**config.mk**
```make
export PLATFORM = sky130hd
export DESIGN_NAME = modexp_ctrl
export DESIGN_NICKNAME = d
export VERILOG_FILES = /design/src/rtl/modexp_pkg.sv /design/src/rtl/modmult.sv /design/src/rtl/modexp_ctrl.sv
export SDC_FILE = /design/constraint.sdc
export NUM_CORES = 2
export LEC_CHECK = 0
export BUFFER_PORTS_ARGS = -buffer_cell sky130_fd_sc_hd__buf_4
export CORE_ASPECT_RATIO = 2
export CORE_MARGIN = 2
export CORE_UTILIZATION = 60
export DETAILED_ROUTE_END_ITERATION = 6
export PLACE_DENSITY = 0.84
export REMOVE_ABC_BUFFERS = 1
export SLEW_MARGIN = 20
export SYNTH_ARGS = -nofsm -noshare
export SYNTH_HDL_FRONTEND = slang
export SYNTH_HIERARCHICAL = 1
export SYNTH_SLANG_ARGS = --single-unit
```
**constraint.sdc**
```tcl
create_clock -name clk -period 126.6 [get_ports clk]
set_input_delay 12.66 -clock clk [delete_from_list [all_inputs] [get_ports clk]]
set_output_delay 12.66 -clock clk [all_outputs]
set_load 0.1 [all_outputs]
```
**src/rtl/modexp_pkg.sv**
```systemverilog
`default_nettype none
// ============================================================================
// modexp_pkg : shared state encodings for modexp_ctrl and modmult
// Rev 1.0
// ============================================================================
package modexp_pkg;

  typedef enum logic [2:0] {
    IDLE     = 3'd0,
    MUL_GO   = 3'd1,
    MUL_WAIT = 3'd2,
    SQR_GO   = 3'd3,
    SQR_WAIT = 3'd4,
    FINISH   = 3'd5
  } state_t;

  typedef enum logic [1:0] {
    MM_IDLE = 2'd0,
    MM_LOAD = 2'd1,
    MM_RUN  = 2'd2,
    MM_DONE = 2'd3
  } mm_state_t;

endpackage
`default_nettype wire

```
**src/rtl/modmult.sv**
```systemverilog
`default_nettype none
// ============================================================================
// modmult : result = (a * b) mod n, MSB-first interleaved over the bits of b
// Rev 1.0
// ============================================================================
module modmult
  import modexp_pkg::*;
#(
  parameter int WIDTH = 32
) (
  input  logic             clk,
  input  logic             rst,
  input  logic             go,
  input  logic [WIDTH-1:0] a,
  input  logic [WIDTH-1:0] b,
  input  logic [WIDTH-1:0] n,
  output logic [WIDTH-1:0] result,
  output logic             done
);

  localparam int CNT_W = $clog2(WIDTH + 1);

  mm_state_t        state_q, state_d;
  logic [WIDTH-1:0] a_q, a_d, b_q, b_d, n_q, n_d, acc_q, acc_d;
  logic [CNT_W-1:0] cnt_q, cnt_d, len;
  logic [WIDTH:0]   dbl, sum;
  logic [WIDTH-1:0] dbl_red, step;

  always_ff @(posedge clk or posedge rst) begin
    if (rst) begin
      state_q <= MM_IDLE;
      a_q     <= '0;
      b_q     <= '0;
      n_q     <= '0;
      acc_q   <= '0;
      cnt_q   <= '0;
    end else begin
      state_q <= state_d;
      a_q     <= a_d;
      b_q     <= b_d;
      n_q     <= n_d;
      acc_q   <= acc_d;
      cnt_q   <= cnt_d;
    end
  end

  always_comb begin
    len = '0;
    for (int i = 0; i < WIDTH; i++) begin
      if (b_q[i]) len = CNT_W'(i + 1);
    end
  end

  // acc and a are both < n, so each doubling/addition needs at most one subtract
  always_comb begin
    dbl     = {acc_q, 1'b0};
    dbl_red = (dbl >= {1'b0, n_q}) ? dbl[WIDTH-1:0] - n_q : dbl[WIDTH-1:0];
    sum     = {1'b0, dbl_red} + (b_q[WIDTH-1] ? {1'b0, a_q} : {(WIDTH+1){1'b0}});
    step    = (sum >= {1'b0, n_q}) ? sum[WIDTH-1:0] - n_q : sum[WIDTH-1:0];
  end

  always_comb begin
    state_d = state_q;
    a_d     = a_q;
    b_d     = b_q;
    n_d     = n_q;
    acc_d   = acc_q;
    cnt_d   = cnt_q;
    case (state_q)
      MM_IDLE: begin
        if (go) begin
          a_d     = a % n;
          b_d     = b;
          n_d     = n;
          acc_d   = '0;
          state_d = MM_LOAD;
        end
      end
      MM_LOAD: begin
        // left-justify b so its top set bit sits in the MSB
        b_d     = b_q << (CNT_W'(WIDTH) - len);
        cnt_d   = len;
        state_d = (len == '0) ? MM_DONE : MM_RUN;
      end
      MM_RUN: begin
        acc_d = step;
        b_d   = b_q << 1;
        cnt_d = cnt_q - CNT_W'(1);
        if (cnt_q == CNT_W'(1)) state_d = MM_DONE;
      end
      MM_DONE: state_d = MM_IDLE;
      default: state_d = MM_IDLE;
    endcase
  end

  assign result = acc_q;
  assign done   = (state_q == MM_DONE);

endmodule
`default_nettype wire

```
**src/rtl/modexp_ctrl.sv**
```systemverilog
`default_nettype none
// ============================================================================
// modexp_ctrl : result = base^exp mod n via right-to-left square-and-multiply
// Optional feature macro: MODEXP_EARLY_EXIT_EN (skips idle multiplies/squares)
// Rev 1.0
// ============================================================================
module modexp_ctrl
  import modexp_pkg::*;
#(
  parameter int WIDTH = 32
) (
  input  logic             clk,
  input  logic             rst,
  input  logic             go,
  input  logic [WIDTH-1:0] base,
  input  logic [WIDTH-1:0] exp,
  input  logic [WIDTH-1:0] n,
  output logic [WIDTH-1:0] result,
  output logic             done,
  output logic             busy
);

  localparam int CNT_W = $clog2(WIDTH + 1);

  state_t           state_q, state_d;
  logic [WIDTH-1:0] res_q, res_d, sq_q, sq_d, e_q, e_d, n_q, n_d;
  logic [CNT_W-1:0] cnt_q, cnt_d;

  logic             mm_go, mm_done;
  logic [WIDTH-1:0] mm_a, mm_b, mm_n, mm_result;

  modmult #(.WIDTH(WIDTH)) u_modmult (
    .clk    (clk),
    .rst    (rst),
    .go     (mm_go),
    .a      (mm_a),
    .b      (mm_b),
    .n      (mm_n),
    .result (mm_result),
    .done   (mm_done)
  );

  always_ff @(posedge clk or posedge rst) begin
    if (rst) begin
      state_q <= IDLE;
      res_q   <= '0;
      sq_q    <= '0;
      e_q     <= '0;
      n_q     <= '0;
      cnt_q   <= '0;
    end else begin
      state_q <= state_d;
      res_q   <= res_d;
      sq_q    <= sq_d;
      e_q     <= e_d;
      n_q     <= n_d;
      cnt_q   <= cnt_d;
    end
  end

  always_comb begin
    state_d = state_q;
    res_d   = res_q;
    sq_d    = sq_q;
    e_d     = e_q;
    n_d     = n_q;
    cnt_d   = cnt_q;
    case (state_q)
      IDLE: begin
        if (go) begin
          sq_d  = base;
          e_d   = exp;
          n_d   = n;
          cnt_d = CNT_W'(WIDTH);
          res_d = (n == WIDTH'(1)) ? '0 : WIDTH'(1);
`ifdef MODEXP_EARLY_EXIT_EN
          state_d = (exp == '0) ? FINISH : MUL_GO;
`else
          state_d = MUL_GO;
`endif
        end
      end
      MUL_GO: begin
`ifdef MODEXP_EARLY_EXIT_EN
        state_d = e_q[0] ? MUL_WAIT : SQR_GO;
`else
        state_d = MUL_WAIT;
`endif
      end
      MUL_WAIT: begin
        if (mm_done) begin
          if (e_q[0]) res_d = mm_result;
`ifdef MODEXP_EARLY_EXIT_EN
          state_d = ((e_q >> 1) == '0) ? FINISH : SQR_GO;
`else
          state_d = SQR_GO;
`endif
        end
      end
      SQR_GO: state_d = SQR_WAIT;
      SQR_WAIT: begin
        if (mm_done) begin
          sq_d    = mm_result;
          e_d     = e_q >> 1;
          cnt_d   = cnt_q - CNT_W'(1);
          state_d = (cnt_q == CNT_W'(1)) ? FINISH : MUL_GO;
        end
      end
      FINISH:  state_d = IDLE;
      default: state_d = IDLE;
    endcase
  end

  always_comb begin
    mm_go = 1'b0;
    mm_a  = res_q;
    mm_b  = sq_q;
    mm_n  = n_q;
    case (state_q)
`ifdef MODEXP_EARLY_EXIT_EN
      MUL_GO: mm_go = e_q[0];
`else
      MUL_GO: mm_go = 1'b1;
`endif
      SQR_GO: begin
        mm_go = 1'b1;
        mm_a  = sq_q;
      end
      default: mm_go = 1'b0;
    endcase
  end

  // result tracks the accumulator; it is final from FINISH until the next accept
  assign result = res_q;
  assign done   = (state_q == FINISH);
  assign busy   = (state_q != IDLE);

endmodule
`default_nettype wire

```
==> impl_metrics.ini, run 1 <==
[floorplanning]
die_w_um = 206.8
io_pins = 133
die_h_um = 409.6
num_rows = 148
start_util = 0.6057

[synth]
synth-xor-area-share = 0.08075
synthMuxAreaShare = 0.07535
async_flop_share = 1.000
synth_top_family_by_area = compound AO/OA/AOI/OAI gates
synth.ff_latch_count = 273
netlist_instances = 6688
synth_compound_area_frac = 0.2794
yosys.area.top_type = ha_1
synth_flop_cell = dfrtp_1
ys_types = 109
synth_edf_count = 0
synth_simple_gate_area_frac = 0.2197
syn-cell-area_um2 = 49350
synth_adder_area_share = 0.1626
ys_seq_area_frac = 0.1384
netlist_top_cells_area = ha_1, dfrtp_1, nand2_1, a21oi_1, xnor2_1
synthDominantCellAreaShare = 0.1610
yosys_warnings = 6
avgSynthCellArea_um2 = 7.379

[run_status]
stop_stage = global routing (5_1_grt)
status = stopped before the end
tool.error = [ERROR GRT-0116] Global routing finished with congestion. Check the congestion regions in the DRC Viewer.

[cts]
post_cts_buffers = 0
cts_hold_buf = 0
numCtsBuffers = 25
root_buffer = clkbuf_16
h-tree-depth = 1
cts_sinks = 273
cts.repair.resized = 0
clock_path_buffers = 3

[grt]
grt_max_degree = 78
first_global_vias = 58920
grt.overflow.total = 14
grt_pass1_wl_mm = 375.3
grtUsageTotal = 0.6003

[placement]
numPortBuffers = 132
place_area_um2 = 51380
dp_hpwl_mm = 179.8
gp_congestion = 1.155
-- metal layers --
layer,track usage,GRT overflow
met2,0.8690,9
met5,0.04048,0
met1,0.5483,0
met3,0.3422,0
met4,0.6706,5
-- cell usage after synthesis, types with 22 or more instances --
master,instances
o21a_1,158
a31oi_1,74
buf_2,29
nor3_1,202
o21ai_0,486
nand4_1,55
nor4_1,49
or3_1,70
a21boi_0,24
a21oi_1,540
nand2b_1,72
nand2_1,832
nand3_1,125
and3_1,37
clkbuf_1,199
xnor2_1,282
or2_2,50
nor2_1,594
ha_1,635
o21bai_1,62
xor2_1,173
buf_1,29
a211oi_1,60
a21o_1,194
and2_1,84
o211ai_1,66
mux2i_1,184
o22ai_1,36
a31o_2,22
nor2b_1,80
inv_1,270
mux2_2,98
a211o_1,23
o31ai_1,48
a221oi_1,34
dfrtp_1,273
-- logic make-up after synthesis --
logic type | count (synthesis)
DFF | 273
muxes | 326
adders and majority gates | 639
xor gates and xnor gates | 455
and+or+nand+nor | 2336
buffers and inverters | 541
AOI/OAI and AO/OA | 2118
-- metrics by stage --
stage,setup WS (ns),std cells
after detailed placement,41.33,7698
after floorplan,45.75,6419
after global placement,41.55,7697
after CTS,41.09,7740
==> run 2, diff against run 1 <==
Settings changed: CORE_ASPECT_RATIO 2 to unset, CORE_UTILIZATION 60 to 40, PLACE_DENSITY 0.84 to unset, PLACE_DENSITY_LB_ADDON set to 0.15.
==> run 2 against run 1 <==
  * The flow now finishes without violations
  * Synthesized cell count unchanged
  * Synthesized area unchanged
==> impl_metrics.ini, run 2 <==
[run_status]
status = completed

[floorplanning]
dieArea_um2 = 126200
die_w_um = 355.3
die_h_um = 355.3
fp.coreArea_um2 = 122000
start_util = 0.4044
io_pins = 133
num_rows = 128

[sta]
setup_viol = 0
drv_slew = 0
min_period_over_period = 0.6926
fin_skew_ns = 0.02881
hold_viol_final = 0
max_freq_mhz = 11.41
grt_setup_unrepaired = no
period_needed_ns = 87.68
hold_slack_ns = 0.4687
setup_tns_ns = 0
relSlewSlack = 0.2178
tightest_slew_ns = 1.170

[cts]
h-tree-depth = 1
cts_sinks = 273
cts_hold_buf = 0
numCtsBuffers = 31
insertion_delay_ns = 0.61
clock_path_buffers = 3
clkTransAtPathRegs_ns = 0.07
root_buffer = clkbuf_16
cts_tree = built
cts.repair.resized = 0
post_cts_buffers = 0

[placement]
dp_hpwl_mm = 164.0
gp_congestion = 1.020
numPortBuffers = 132

[critical_path]
critical_path_class = register to register
required_ns = 127.08
cpPeakStageDelay_ns = 0.94
cp-start-kind = register
crit_fanout = 42
critPathCaptureType = register
cp_common_cell = ha_1
cp_num_buf_inv = 19
cp_top_family = compound AO/OA/AOI/OAI gates
crit_arrival_ns = 88.16
crit_slowest_cell = o31ai_1

[grt]
grtUsageMet1 = 0.4447
grt_use_met2 = 0.5008
grtUsageTotal = 0.3144
gr-max-usage-layer = met2
grt.overflow.total = 0
first_global_vias = 48140
gr-usage-met3 = 0.02769
grt_pass1_wl_mm = 306.8
grt_max_degree = 70
antenna_found_initial = 3

[synth]
ys_seq_area_frac = 0.1384
synth.most_common_cell = nand2_1
ys_types = 109
avgSynthCellArea_um2 = 7.379
netlist_top_cells_area = ha_1, dfrtp_1, nand2_1, a21oi_1, xnor2_1
yosys_warnings = 6
synth_flop_cell = dfrtp_1
synthDominantCellAreaShare = 0.1610
yosys.area.top_type = ha_1
netlist_instances = 6688
synth_edf_count = 0
async_flop_share = 1.000
synth.ff_latch_count = 273
syn-cell-area_um2 = 49350
netlist_top_cells_count = nand2_1, ha_1, nor2_1, a21oi_1, o21ai_0

[routing]
vias_per_cell = 6.217
antenna_left = 0
drc_errors = 0
wl_per_cell_um = 24.91
drt_pass1_iterations = 6
dr.first_iter.drc_count = 5404
dr_total_vias = 51740
wl_mm = 207.3

[power]
power.density_nw_per_um2 = 22.72
vdd.ir_drop.worst_mv = 0.03175
p_leak_nw = 23.03

[final_layout]
fin_nets = 7406
syn2layout_area_growth_pct = 7.588
mostFrequentLayoutCells = nand2_1, ha_1, nor2_1
drive_gt1_frac = 0.08429
layout_commonest_cell = nand2_1

[flow_run]
maxCapViolCount = 0

[worst_hold_path]
hold_path_class = register to register
-- run 2: cell counts after synthesis --
No cell type changed its count.
-- run 2: per-layer routing --
metal  routed length, um  vias to the layer above  share of wire
li1                    -                    24520              -
met1               94890                    24800           0.46
met2               90880                     2073           0.44
met3               13830                      340          0.067
met4                7666                        2          0.037
met5                   8                        -       0.000039
-- run 2: kinds of logic (layout without fill, tap and decap cells) --
kind of cell               Yosys count  count (layout)  share of synthesized area
DFF                                273             273                     0.1384
AOI/OAI and AO/OA                 2118            2118                     0.2794
muxes                              326             326                    0.07535
xor gates and xnor gates           455             455                    0.08075
buffers and inverters              541             544                    0.04378
adders and majority gates          639             639                     0.1626
other                                0               5                          0
and+or+nand+nor                   2336            2336                     0.2197
-- run 2: final timing paths --
path                                       start                   to  slack [ns]  cells past startpoint
worst max-delay path                    mm_n[31]    u_modmult/a_q[26]       38.92                    280
worst min-delay path            u_modmult/a_q[0]     u_modmult/a_q[0]        0.47                      2
worst max register to register          mm_n[31]    u_modmult/a_q[26]       38.92                    280
worst min register to register  u_modmult/a_q[0]     u_modmult/a_q[0]        0.47                      2
max in group asynchronous                    rst  u_modmult/result[6]      112.73                      4
min in group asynchronous                    rst    u_modmult/n_q[31]       12.10                      2
-- run 2: area by class of cell --
| type | count | area [um2] |
|---|---|---|
| tap | 1625 | 2033 |
| clock inverter | 15 | 190.2 |
| clock buffer | 41 | 863.3 |
| sequential | 273 | 6832 |
| antenna | 5 | 12.51 |
| timing repair buffer | 216 | 1629 |
| multi-input combinational | 5874 | 40510 |
| fill | 12590 | 68940 |
| inverter | 272 | 1031 |
-- run 2: report_power, final --
part | leakage (nW) | switching, mW | internal [mW]
Sequential | 3.49 | 0.00668 | 0.0933
Combinational | 19.0 | 0.615 | 0.394
Clock | 0.513 | 0.0407 | 0.0559
-- run 2: metrics by stage --
stage	std cells	cell area, um2	worst slack (ns)	utilization	power [mW]
CTS	8315	53060	40.83	0.4348	1.179
global route	8316	53080	34.14	0.4350	1.300
finish	8321	53100	38.92	0.4351	1.206
global placement	8259	52010	42.25	0.4262	1.080
detailed placement	8259	52010	41.26	0.4262	1.076
floorplan	6419	48210	45.75	-	0.8348
-- run 2: tightest hold or removal path: cells and delay by family (launching register included) --
kind,cells,cell delay [ns]
AND/OR/NAND/NOR,1,0.04
AO/OA/AOI/OAI,1,0.06
flip-flops,1,0.33
(Power assumes the default switching activity.)
